==> src/rtl/common_pkg.sv <==
// rtl/common_pkg.sv - shared core constants and types
// Pipeline depth and the perf-counter bus exposed by the datapath top.
package common;

  localparam int PIPE_STAGES = 5;
  localparam int PIPE_CNT_W  = 32;

  typedef struct packed {
    logic [PIPE_CNT_W-1:0] cyc;
    logic [PIPE_CNT_W-1:0] ret;
    logic [PIPE_CNT_W-1:0] stall;
    logic [PIPE_CNT_W-1:0] flush;
  } pipe_perf_t;

endpackage

==> src/rtl/pipe_perf_cnt.sv <==
// rtl/pipe_perf_cnt.sv - wrap-around event counter
// Clear wins over a same-cycle increment.
module pipe_perf_cnt #(
  parameter int W = 32
) (
  input  logic         clk,
  input  logic         rst,
  input  logic         inc,
  input  logic         clr,
  output logic [W-1:0] cnt
);

  logic [W-1:0] cnt_d;
  logic [W-1:0] cnt_q;

  always_comb begin
    cnt_d = cnt_q;
    if (clr) begin
      cnt_d = '0;
    end else if (inc) begin
      cnt_d = cnt_q + W'(1);
    end
  end

  always_ff @(posedge clk) begin
    if (!rst) begin
      cnt_q <= '0;
    end else begin
      cnt_q <= cnt_d;
    end
  end

  assign cnt = cnt_q;

endmodule

==> src/rtl/pipe_ctrl.sv <==
// rtl/pipe_ctrl.sv - elastic pipeline sequencing controller
// Per-stage valid/accept handshake, redirect flush and perf counters.
module pipe_ctrl
  import common::*;
#(
  parameter  int STAGES = PIPE_STAGES,
  parameter  int CNT_W  = PIPE_CNT_W,
  localparam int SW     = $clog2(STAGES)
) (
  input  logic              clk,
  input  logic              rst,
  input  logic              in_valid,
  output logic              in_ready,
  input  logic [STAGES-1:0] busy,
  input  logic              redirect_en,
  input  logic [SW-1:0]     redirect_stage,
  output logic [STAGES-1:0] valid,
  output logic [STAGES-1:0] advance,
  output logic              retire,
  input  logic              cnt_clr,
  output logic [CNT_W-1:0]  cyc_cnt,
  output logic [CNT_W-1:0]  ret_cnt,
  output logic [CNT_W-1:0]  stall_cnt,
  output logic [CNT_W-1:0]  flush_cnt
);

  localparam logic [SW:0] LAST = (SW+1)'(STAGES - 1);

  logic [SW:0]       rs_eff;
  logic [STAGES-1:0] flush;
  logic [STAGES-1:0] leave;
  logic [STAGES-1:0] accept;

  always_comb begin
    rs_eff = ({1'b0, redirect_stage} > LAST) ? LAST : {1'b0, redirect_stage};
    flush  = '0;
    for (int i = 0; i < STAGES; i++) begin
      flush[i] = redirect_en & ((SW+1)'(i) < rs_eff);
    end
  end

  // Backpressure chain, oldest to youngest, resolved in one cycle.
  always_comb begin
    logic down_ok;
    down_ok = 1'b1;
    leave   = '0;
    accept  = '0;
    for (int i = STAGES - 1; i >= 0; i--) begin
      leave[i]  = valid[i] & ~busy[i] & down_ok & ~flush[i];
      accept[i] = ~valid[i] | leave[i];
      down_ok   = accept[i];
    end
  end

  assign in_ready = rst & accept[0] & ~redirect_en;
  assign advance  = rst ? (accept & ~flush) : '0;
  assign retire   = rst & leave[STAGES-1];

  for (genvar g = 0; g < STAGES; g++) begin : g_stage
    logic v_in;
    logic v_d;
    logic v_q;

    if (g == 0) begin : g_head
      assign v_in = in_valid & in_ready;
    end else begin : g_body
      assign v_in = leave[g-1];
    end

    always_comb begin
      v_d = v_q;
      if (flush[g]) begin
        v_d = 1'b0;
      end else if (advance[g]) begin
        v_d = v_in;
      end
    end

    always_ff @(posedge clk) begin
      if (!rst) begin
        v_q <= 1'b0;
      end else begin
        v_q <= v_d;
      end
    end

    assign valid[g] = v_q;
  end

  pipe_perf_cnt #(.W(CNT_W)) u_cyc_cnt (
    .clk (clk),
    .rst (rst),
    .inc (1'b1),
    .clr (cnt_clr),
    .cnt (cyc_cnt)
  );

  pipe_perf_cnt #(.W(CNT_W)) u_ret_cnt (
    .clk (clk),
    .rst (rst),
    .inc (retire),
    .clr (cnt_clr),
    .cnt (ret_cnt)
  );

  pipe_perf_cnt #(.W(CNT_W)) u_stall_cnt (
    .clk (clk),
    .rst (rst),
    .inc (in_valid & ~in_ready),
    .clr (cnt_clr),
    .cnt (stall_cnt)
  );

  pipe_perf_cnt #(.W(CNT_W)) u_flush_cnt (
    .clk (clk),
    .rst (rst),
    .inc (redirect_en),
    .clr (cnt_clr),
    .cnt (flush_cnt)
  );

endmodule

==> config.mk <==
export PLATFORM = sky130hd
export DESIGN_NAME = pipe_ctrl
export DESIGN_NICKNAME = d
export VERILOG_FILES = /design/src/rtl/common_pkg.sv /design/src/rtl/pipe_perf_cnt.sv /design/src/rtl/pipe_ctrl.sv
export SDC_FILE = /design/constraint.sdc
export NUM_CORES = 1
export LEC_CHECK = 0
export BUFFER_PORTS_ARGS = -buffer_cell sky130_fd_sc_hd__buf_4
export CAP_MARGIN = 20
export CORE_MARGIN = 5
export CORE_UTILIZATION = 49
export CTS_CLUSTER_DIAMETER = 200
export DETAILED_ROUTE_END_ITERATION = 10
export GPL_ROUTABILITY_DRIVEN = 0
export GPL_TIMING_DRIVEN = 0
export PLACE_DENSITY = 0.74
export SLEW_MARGIN = 20
export SYNTH_ARGS = -nofsm -noshare
export SYNTH_HDL_FRONTEND = slang
export SYNTH_SLANG_ARGS = --single-unit
==> constraint.sdc <==
create_clock -name clk -period 3.2 [get_ports clk]
set_input_delay 0.32 -clock clk [delete_from_list [all_inputs] [get_ports clk]]
set_output_delay 0.32 -clock clk [all_outputs]
set_load 0.01 [all_outputs]
; Word level (Yosys, flattened, before mapping)
; Index checks and enable logic that the tools add are counted.
[word_totals]
ff_bits = 133
inputBits = 13
output_inout_bits = 140
word_cells = 76
[op_classes]
add_sub_neg = 4
n_lt_le_gt_ge = 6
mux = 2
bitwise = 49
n_reduce_logical = 6
[op_table]
columns = cell, n
row1 = $add 32x1->32 const B, 4
row2 = $and 1x1->1, 24
row3 = $not 1->1, 18
row4 = $reduce_or 2->1, 6
row5 = $lt 1x3->1 const A, 2
row6 = $lt 2x3->1 const A, 2
row7 = $and 5x5->5, 1
row8 = $mux 5, 1
row9 = $not 5->5, 1
row10 = $or 1x1->1, 5
row11 = $gt 3x3->1 const B, 1
row12 = $lt 3x3->1 const A, 1
row13 = $mux 3, 1

; Longest topological paths before layout
[logic_depth]
depth_word = 23
depth_mapped = 8
depth_no_buf = 6

; Cells and area by module
; From an unflattened synthesis, not the netlist that was laid out.
[unflattened]
cells_unflattened = 774
area_unflattened_um2 = 6678.9
[modules_own_cells]
columns = mod, n_inst, cells_each, area_per_inst_um2, seq_area_each_um2
row1 = pipe_perf_cnt, 4, 178, 1552.7, 640.6
row2 = pipe_ctrl, 1, 62, 467.9, 100.1

; Worst setup path before layout
; No wires, ideal clock.
[synth_path]
path_type = register -> register
from = register u_stall_cnt.cnt_q[6] (netlist: u_stall_cnt.cnt[6])
to = register u_stall_cnt.cnt_q[27] (netlist: u_stall_cnt.cnt[27])
setup_ns = 0.070
arrival_time_ns = 1.846
required_ns = 3.130
setup_slack_ns = 1.283
path_stages_with_launch = 7
path_buffers = 1
synth_period_minus_slack_ns = 1.917
path_cell_list = dfxtp_1 > nand4_2 > nor4_2 > buf_4 > nand4_1 > or4_1 > a21oi_1
[synth_between]
elab_chain_cells = 1
[synth_lines]
columns = element, line_no
row1 = start: declaration, pipe_perf_cnt.sv:14  ; logic [W-1:0] cnt_q;
row2 = start signal: assignment, pipe_perf_cnt.sv:29  ; cnt_q <= cnt_d;
row3 = $add 32x1->32, pipe_perf_cnt.sv:21  ; cnt_d = cnt_q + W'(1);
; Every way passes these cells.
; A chain may end at the register's enable or synchronous reset.

; Worst setup path in the final report
[layout_path]
from = register g_stage[4].v_q
to = output port advance[0]
[layout_between]
elab_chain_cells = 17
elab_cells_between_ends = 18
classes_between = mux (1) / bitwise (17)
[layout_lines]
columns = element, line_no
row1 = start: declaration, pipe_ctrl.sv:62  ; logic v_q;
row2 = start signal: assignment, pipe_ctrl.sv:83  ; v_q <= v_d;
row3 = $and 1x1->1 (2 in a row), pipe_ctrl.sv:49  ; leave[i] = valid[i] & ~busy[i] & down_ok & ~flush[i];
row4 = $or 1x1->1 (*), pipe_ctrl.sv:50  ; accept[i] = ~valid[i] | leave[i];
row5 = $and 1x1->1 (*) (2 in a row), pipe_ctrl.sv:49
row6 = $or 1x1->1 (*), pipe_ctrl.sv:50
row7 = $and 1x1->1 (*) (2 in a row), pipe_ctrl.sv:49
row8 = $or 1x1->1 (*), pipe_ctrl.sv:50
row9 = $and 1x1->1 (*) (2 in a row), pipe_ctrl.sv:49
row10 = $or 1x1->1 (*), pipe_ctrl.sv:50
row11 = $and 1x1->1 (*) (2 in a row), pipe_ctrl.sv:49
row12 = $or 1x1->1 (*), pipe_ctrl.sv:50
row13 = $and 5x5->5 (*), pipe_ctrl.sv:56  ; assign advance = rst ? (accept & ~flush) : '0;
row14 = $mux 5 (*), pipe_ctrl.sv:56
row15 = end: declaration, pipe_ctrl.sv:18  ; output logic [STAGES-1:0] advance,
; Every way passes the cells marked *; elsewhere a longest branch is shown, timed or not.

==> results.py <==
metrics = {
    "route": {
        "drtIter0Drc": 482,
        "drt_first_pass_iters": 7,
        "mean_number_of_vias_per_cell": 5.619,
        "post_drt_wl_per_cell_um": 16.12,
        "wl_um": 17540,
        "drc": 0,
        "antenna_violation_net_count_after_detailed_routing": 0,
        "dr_total_vias": 6114,
    },
    "global_routing": {
        "grtUsageTotal_pct": 23.47,
        "grt_antenna_before_repair": 0,
        "grt.overflow.total": 0,
        "global_route_wire_length_before_repair_um": 28440,
        "grt_max_degree": 17,
        "via_count_of_the_first_global_routing_pass": 6004,
    },
    "cells_and_area": {
        "fraction_of_layout_cells_with_a_size_suffix_above_1_pct": 21.83,
        "layout.core_utilization_pct": 64.99,
        "antenna_cells": 0,
        "design.final.nets": 921,
        "final_design_area_excluding_fillers_um2": 8168,
        "syn2layout_area_growth_pct": 30.80,
        "final_instance_count_excl_fillers": 1088,
    },
    "synthesis": {
        "warning_count_from_the_yosys_run": 0,
        "synth_nets": 750,
        "mean_area_per_synthesized_cell_um2": 8.519,
        "yosysSeqAreaShare_pct": 42.64,
        "flip_flop_and_latch_count_after_synthesis": 133,
        "synth_edf_count": 0,
        "ys_dominant_reg_cell": "sky130_fd_sc_hd__dfxtp_1",
        "post_synthesis_cell_type_count": 50,
        "proportion_of_register_bits_with_asynchronous_set_or_reset_after_synthesis_pct": 0,
        "syn-instance-count": 733,
        "synthesis.area_um2": 6245,
    },
    "sta": {
        "achievable-frequency_mhz": 396.8,
        "slew-limit-headroom_pct": 51.53,
        "setup_total_negative_slack_ns": 0,
        "worst_clock_skew_ns": 0.008285,
        "min_period_over_period_pct": 78.75,
        "rsz0062_at_grt": "false",
        "max_slew.worst_pin.slew_ns": 0.7227,
        "timing.final.hold_violations": 0,
        "drv_slew": 0,
        "minimum_clock_period_ns": 2.520,
        "fin_worst_hold_slack_ns": 0.2005,
        "number_of_failing_setup_endpoints_in_the_final_timing_report": 0,
        "setup_slack_ns": 0.6798,
    },
    "clock_network": {
        "h_tree_levels": 4,
        "cts.sinks": 133,
        "cts_root_buffer": "sky130_fd_sc_hd__clkbuf_16",
        "clock_tree_from_tritoncts": "yes",
        "cts_resized": 0,
        "cts_made_buffers": 17,
        "clock_tree.buffer_depth": 2,
        "cts_post_setup_buffers_inserted": 0,
        "clock_latency_at_the_later_pin_of_the_worst_skew_pair_ns": 0.42,
        "cts.reportedPaths.clkPinSlew_ns": 0.05,
        "ctsHoldBuffers": 0,
    },
    "worst_hold_path": {
        "hold_class": "in -> reg",
    },
    "die": {
        "die_h_um": 122.9,
        "design.core.area_um2": 12570,
        "die-width_um": 122.9,
        "design.die.area_um2": 15100,
        "initial_core_util_pct": 49.69,
        "num_io_pins": 153,
        "core.rowCount": 41,
    },
    "worst_setup_path": {
        "critical_path.reg2reg.endpoint": "u_stall_cnt.cnt[10]",
        "path_buf_inv": 2,
        "r2r_setup_slack_ns": 0.76,
        "endpoint": "advance[0]",
        "worstSetupStartpoint": "g_stage[4].v_q",
        "worstPathArrival_ns": 2.20,
        "worst_reg2reg_path_length_in_cells": 7,
        "path_depth": 7,
        "critical-path-top-delay-family": "compound AO/OA/AOI/OAI gates",
        "startpoint_type_of_the_worst_setup_path": "flop",
        "slowest_stage_delay_cp_ns": 0.37,
        "criticalPathCategory": "reg -> out",
        "cpMaxStageDelayCell": "sky130_fd_sc_hd__a221o_1",
        "timing.critical_path.fanout_max": 6,
        "end_kind": "output port",
        "path_cells": "a221o_1, and3_1, buf_2, o31ai_1, nand2_1, a21oi_1, buf_4",
        "cp_data_required_time_ns": 2.88,
        "rr_startpoint": "u_stall_cnt.cnt[0]",
    },
    "placement": {
        "placed_cells_incl_taps": 1057,
        "port_buffers": 152,
        "worst_slack_placed_ns": 0.7779,
        "detailedPlacementHpwl_um": 12610,
        "placed_area_um2": 7601,
    },
    "power": {
        "design_power_total_mw": 3.671,
        "p_leak_nw": 3.136,
        "worst_ir_drop_vdd_uv": 260.0,
        "power.density_nw_per_um2": 449.4,
    },
    "run_status": {
        "outcome": "finished, final reports clean",
    },
    "flow_run": {
        "maxCapViolations": 0,
    },
}
## worst reg2reg max path, stage by stage, from the launching register on
cell and delay, ns:
sky130_fd_sc_hd__dfxtp_1 0.43, sky130_fd_sc_hd__ha_1 0.21, sky130_fd_sc_hd__nand3_1 0.12, sky130_fd_sc_hd__nor2_1 0.40, sky130_fd_sc_hd__nand2_1 0.29, sky130_fd_sc_hd__clkbuf_1 0.32
sky130_fd_sc_hd__or4_1 0.46, sky130_fd_sc_hd__a21oi_1 0.15
## report_power, final
part	leakage [nW]	internal, mW	switching, mW
combinational	1.78	0.0440	0.0839
clock	0.280	1.19	0.690
sequential	1.07	1.66	0.00546
## how the worst min path moves through the flow
stage,start,endpoint,cells past startpoint
after floorplan,in_valid,g_stage[0].v_q,2
after global placement,u_stall_cnt.cnt[31],u_stall_cnt.cnt[31],2
after detailed placement,u_stall_cnt.cnt[31],u_stall_cnt.cnt[31],2
after CTS,busy[1],g_stage[2].v_q,3
after global routing,busy[1],g_stage[2].v_q,3
final,busy[1],g_stage[2].v_q,3
## cell families after synthesis
family          count (synthesis)  synth area share, %
simple gates                  358                30.64
fa+ha+maj                       4               0.8015
flops                         133                42.64
mux                             3               0.4809
buf+inv                        51                4.007
xor+xnor                       77                10.80
compound gates                107                10.64
## synth_stat cells (4+ instances only)
cell	instances	area [um2]
sky130_fd_sc_hd__nand4_1	45	281.5
sky130_fd_sc_hd__nor4_1	4	25.02
sky130_fd_sc_hd__nor2b_1	5	31.28
sky130_fd_sc_hd__inv_1	9	33.78
sky130_fd_sc_hd__a21oi_1	46	230.2
sky130_fd_sc_hd__dfxtp_1	133	2663
sky130_fd_sc_hd__nor2_1	94	352.8
sky130_fd_sc_hd__or3_1	15	93.84
sky130_fd_sc_hd__nand2_1	57	214.0
sky130_fd_sc_hd__xnor2_1	12	105.1
sky130_fd_sc_hd__o31ai_1	25	187.7
sky130_fd_sc_hd__buf_4	7	52.55
sky130_fd_sc_hd__and4_1	10	87.58
sky130_fd_sc_hd__or4_1	27	202.7
sky130_fd_sc_hd__xor2_1	65	569.3
sky130_fd_sc_hd__and2_1	6	37.54
sky130_fd_sc_hd__o21ai_1	8	40.04
sky130_fd_sc_hd__nand2b_1	4	25.02
sky130_fd_sc_hd__and3_1	22	137.6
sky130_fd_sc_hd__clkbuf_1	28	105.1
sky130_fd_sc_hd__nor3_1	8	40.04
sky130_fd_sc_hd__o21ai_0	12	60.06
sky130_fd_sc_hd__buf_6	4	45.04
sky130_fd_sc_hd__nand3_1	48	240.2
sky130_fd_sc_hd__ha_1	4	50.05
## state kept, by name, indices dropped and copies added, names as in the netlist
signal / count
u_stall_cnt.cnt: 32
u_ret_cnt.cnt: 32
u_cyc_cnt.cnt: 32
g_stage.v_q: 5
u_flush_cnt.cnt: 32
## routing by layer
metal	wire (um)	track usage [%]
met1	7486	28.91
met2	8361	38.09
met3	1215	6.908
met4	478	10.36
met5	0	0
## final cells by class
type                    count  area [um2]
flip-flops and latches    133        2663
fillers                  1111        4400
multi-input cells         549        3332
inverters                   9       33.78
repair buffers            152        1141
clock inverters             3       40.04
clock buffers              28       526.8
plain buffers              42       216.5
well taps                 172       215.2
## placed cells by master, fill, tap and decap left out, types with 17 or more instances in the layout
| master | synthesis | layout |
|---|---|---|
| sky130_fd_sc_hd__clkbuf_16 | 0 | 17 |
| sky130_fd_sc_hd__dfxtp_1 | 133 | 133 |
| sky130_fd_sc_hd__and3_1 | 22 | 22 |
| sky130_fd_sc_hd__buf_4 | 7 | 159 |
| sky130_fd_sc_hd__a21oi_1 | 46 | 46 |
| sky130_fd_sc_hd__o31ai_1 | 25 | 25 |
| sky130_fd_sc_hd__nand3_1 | 48 | 48 |
| sky130_fd_sc_hd__nand2_1 | 57 | 57 |
| sky130_fd_sc_hd__nand4_1 | 45 | 45 |
| sky130_fd_sc_hd__xor2_1 | 65 | 65 |
| sky130_fd_sc_hd__clkbuf_1 | 28 | 33 |
| sky130_fd_sc_hd__nor2_1 | 94 | 94 |
| sky130_fd_sc_hd__or4_1 | 27 | 27 |
(Power assumes the default switching activity.)
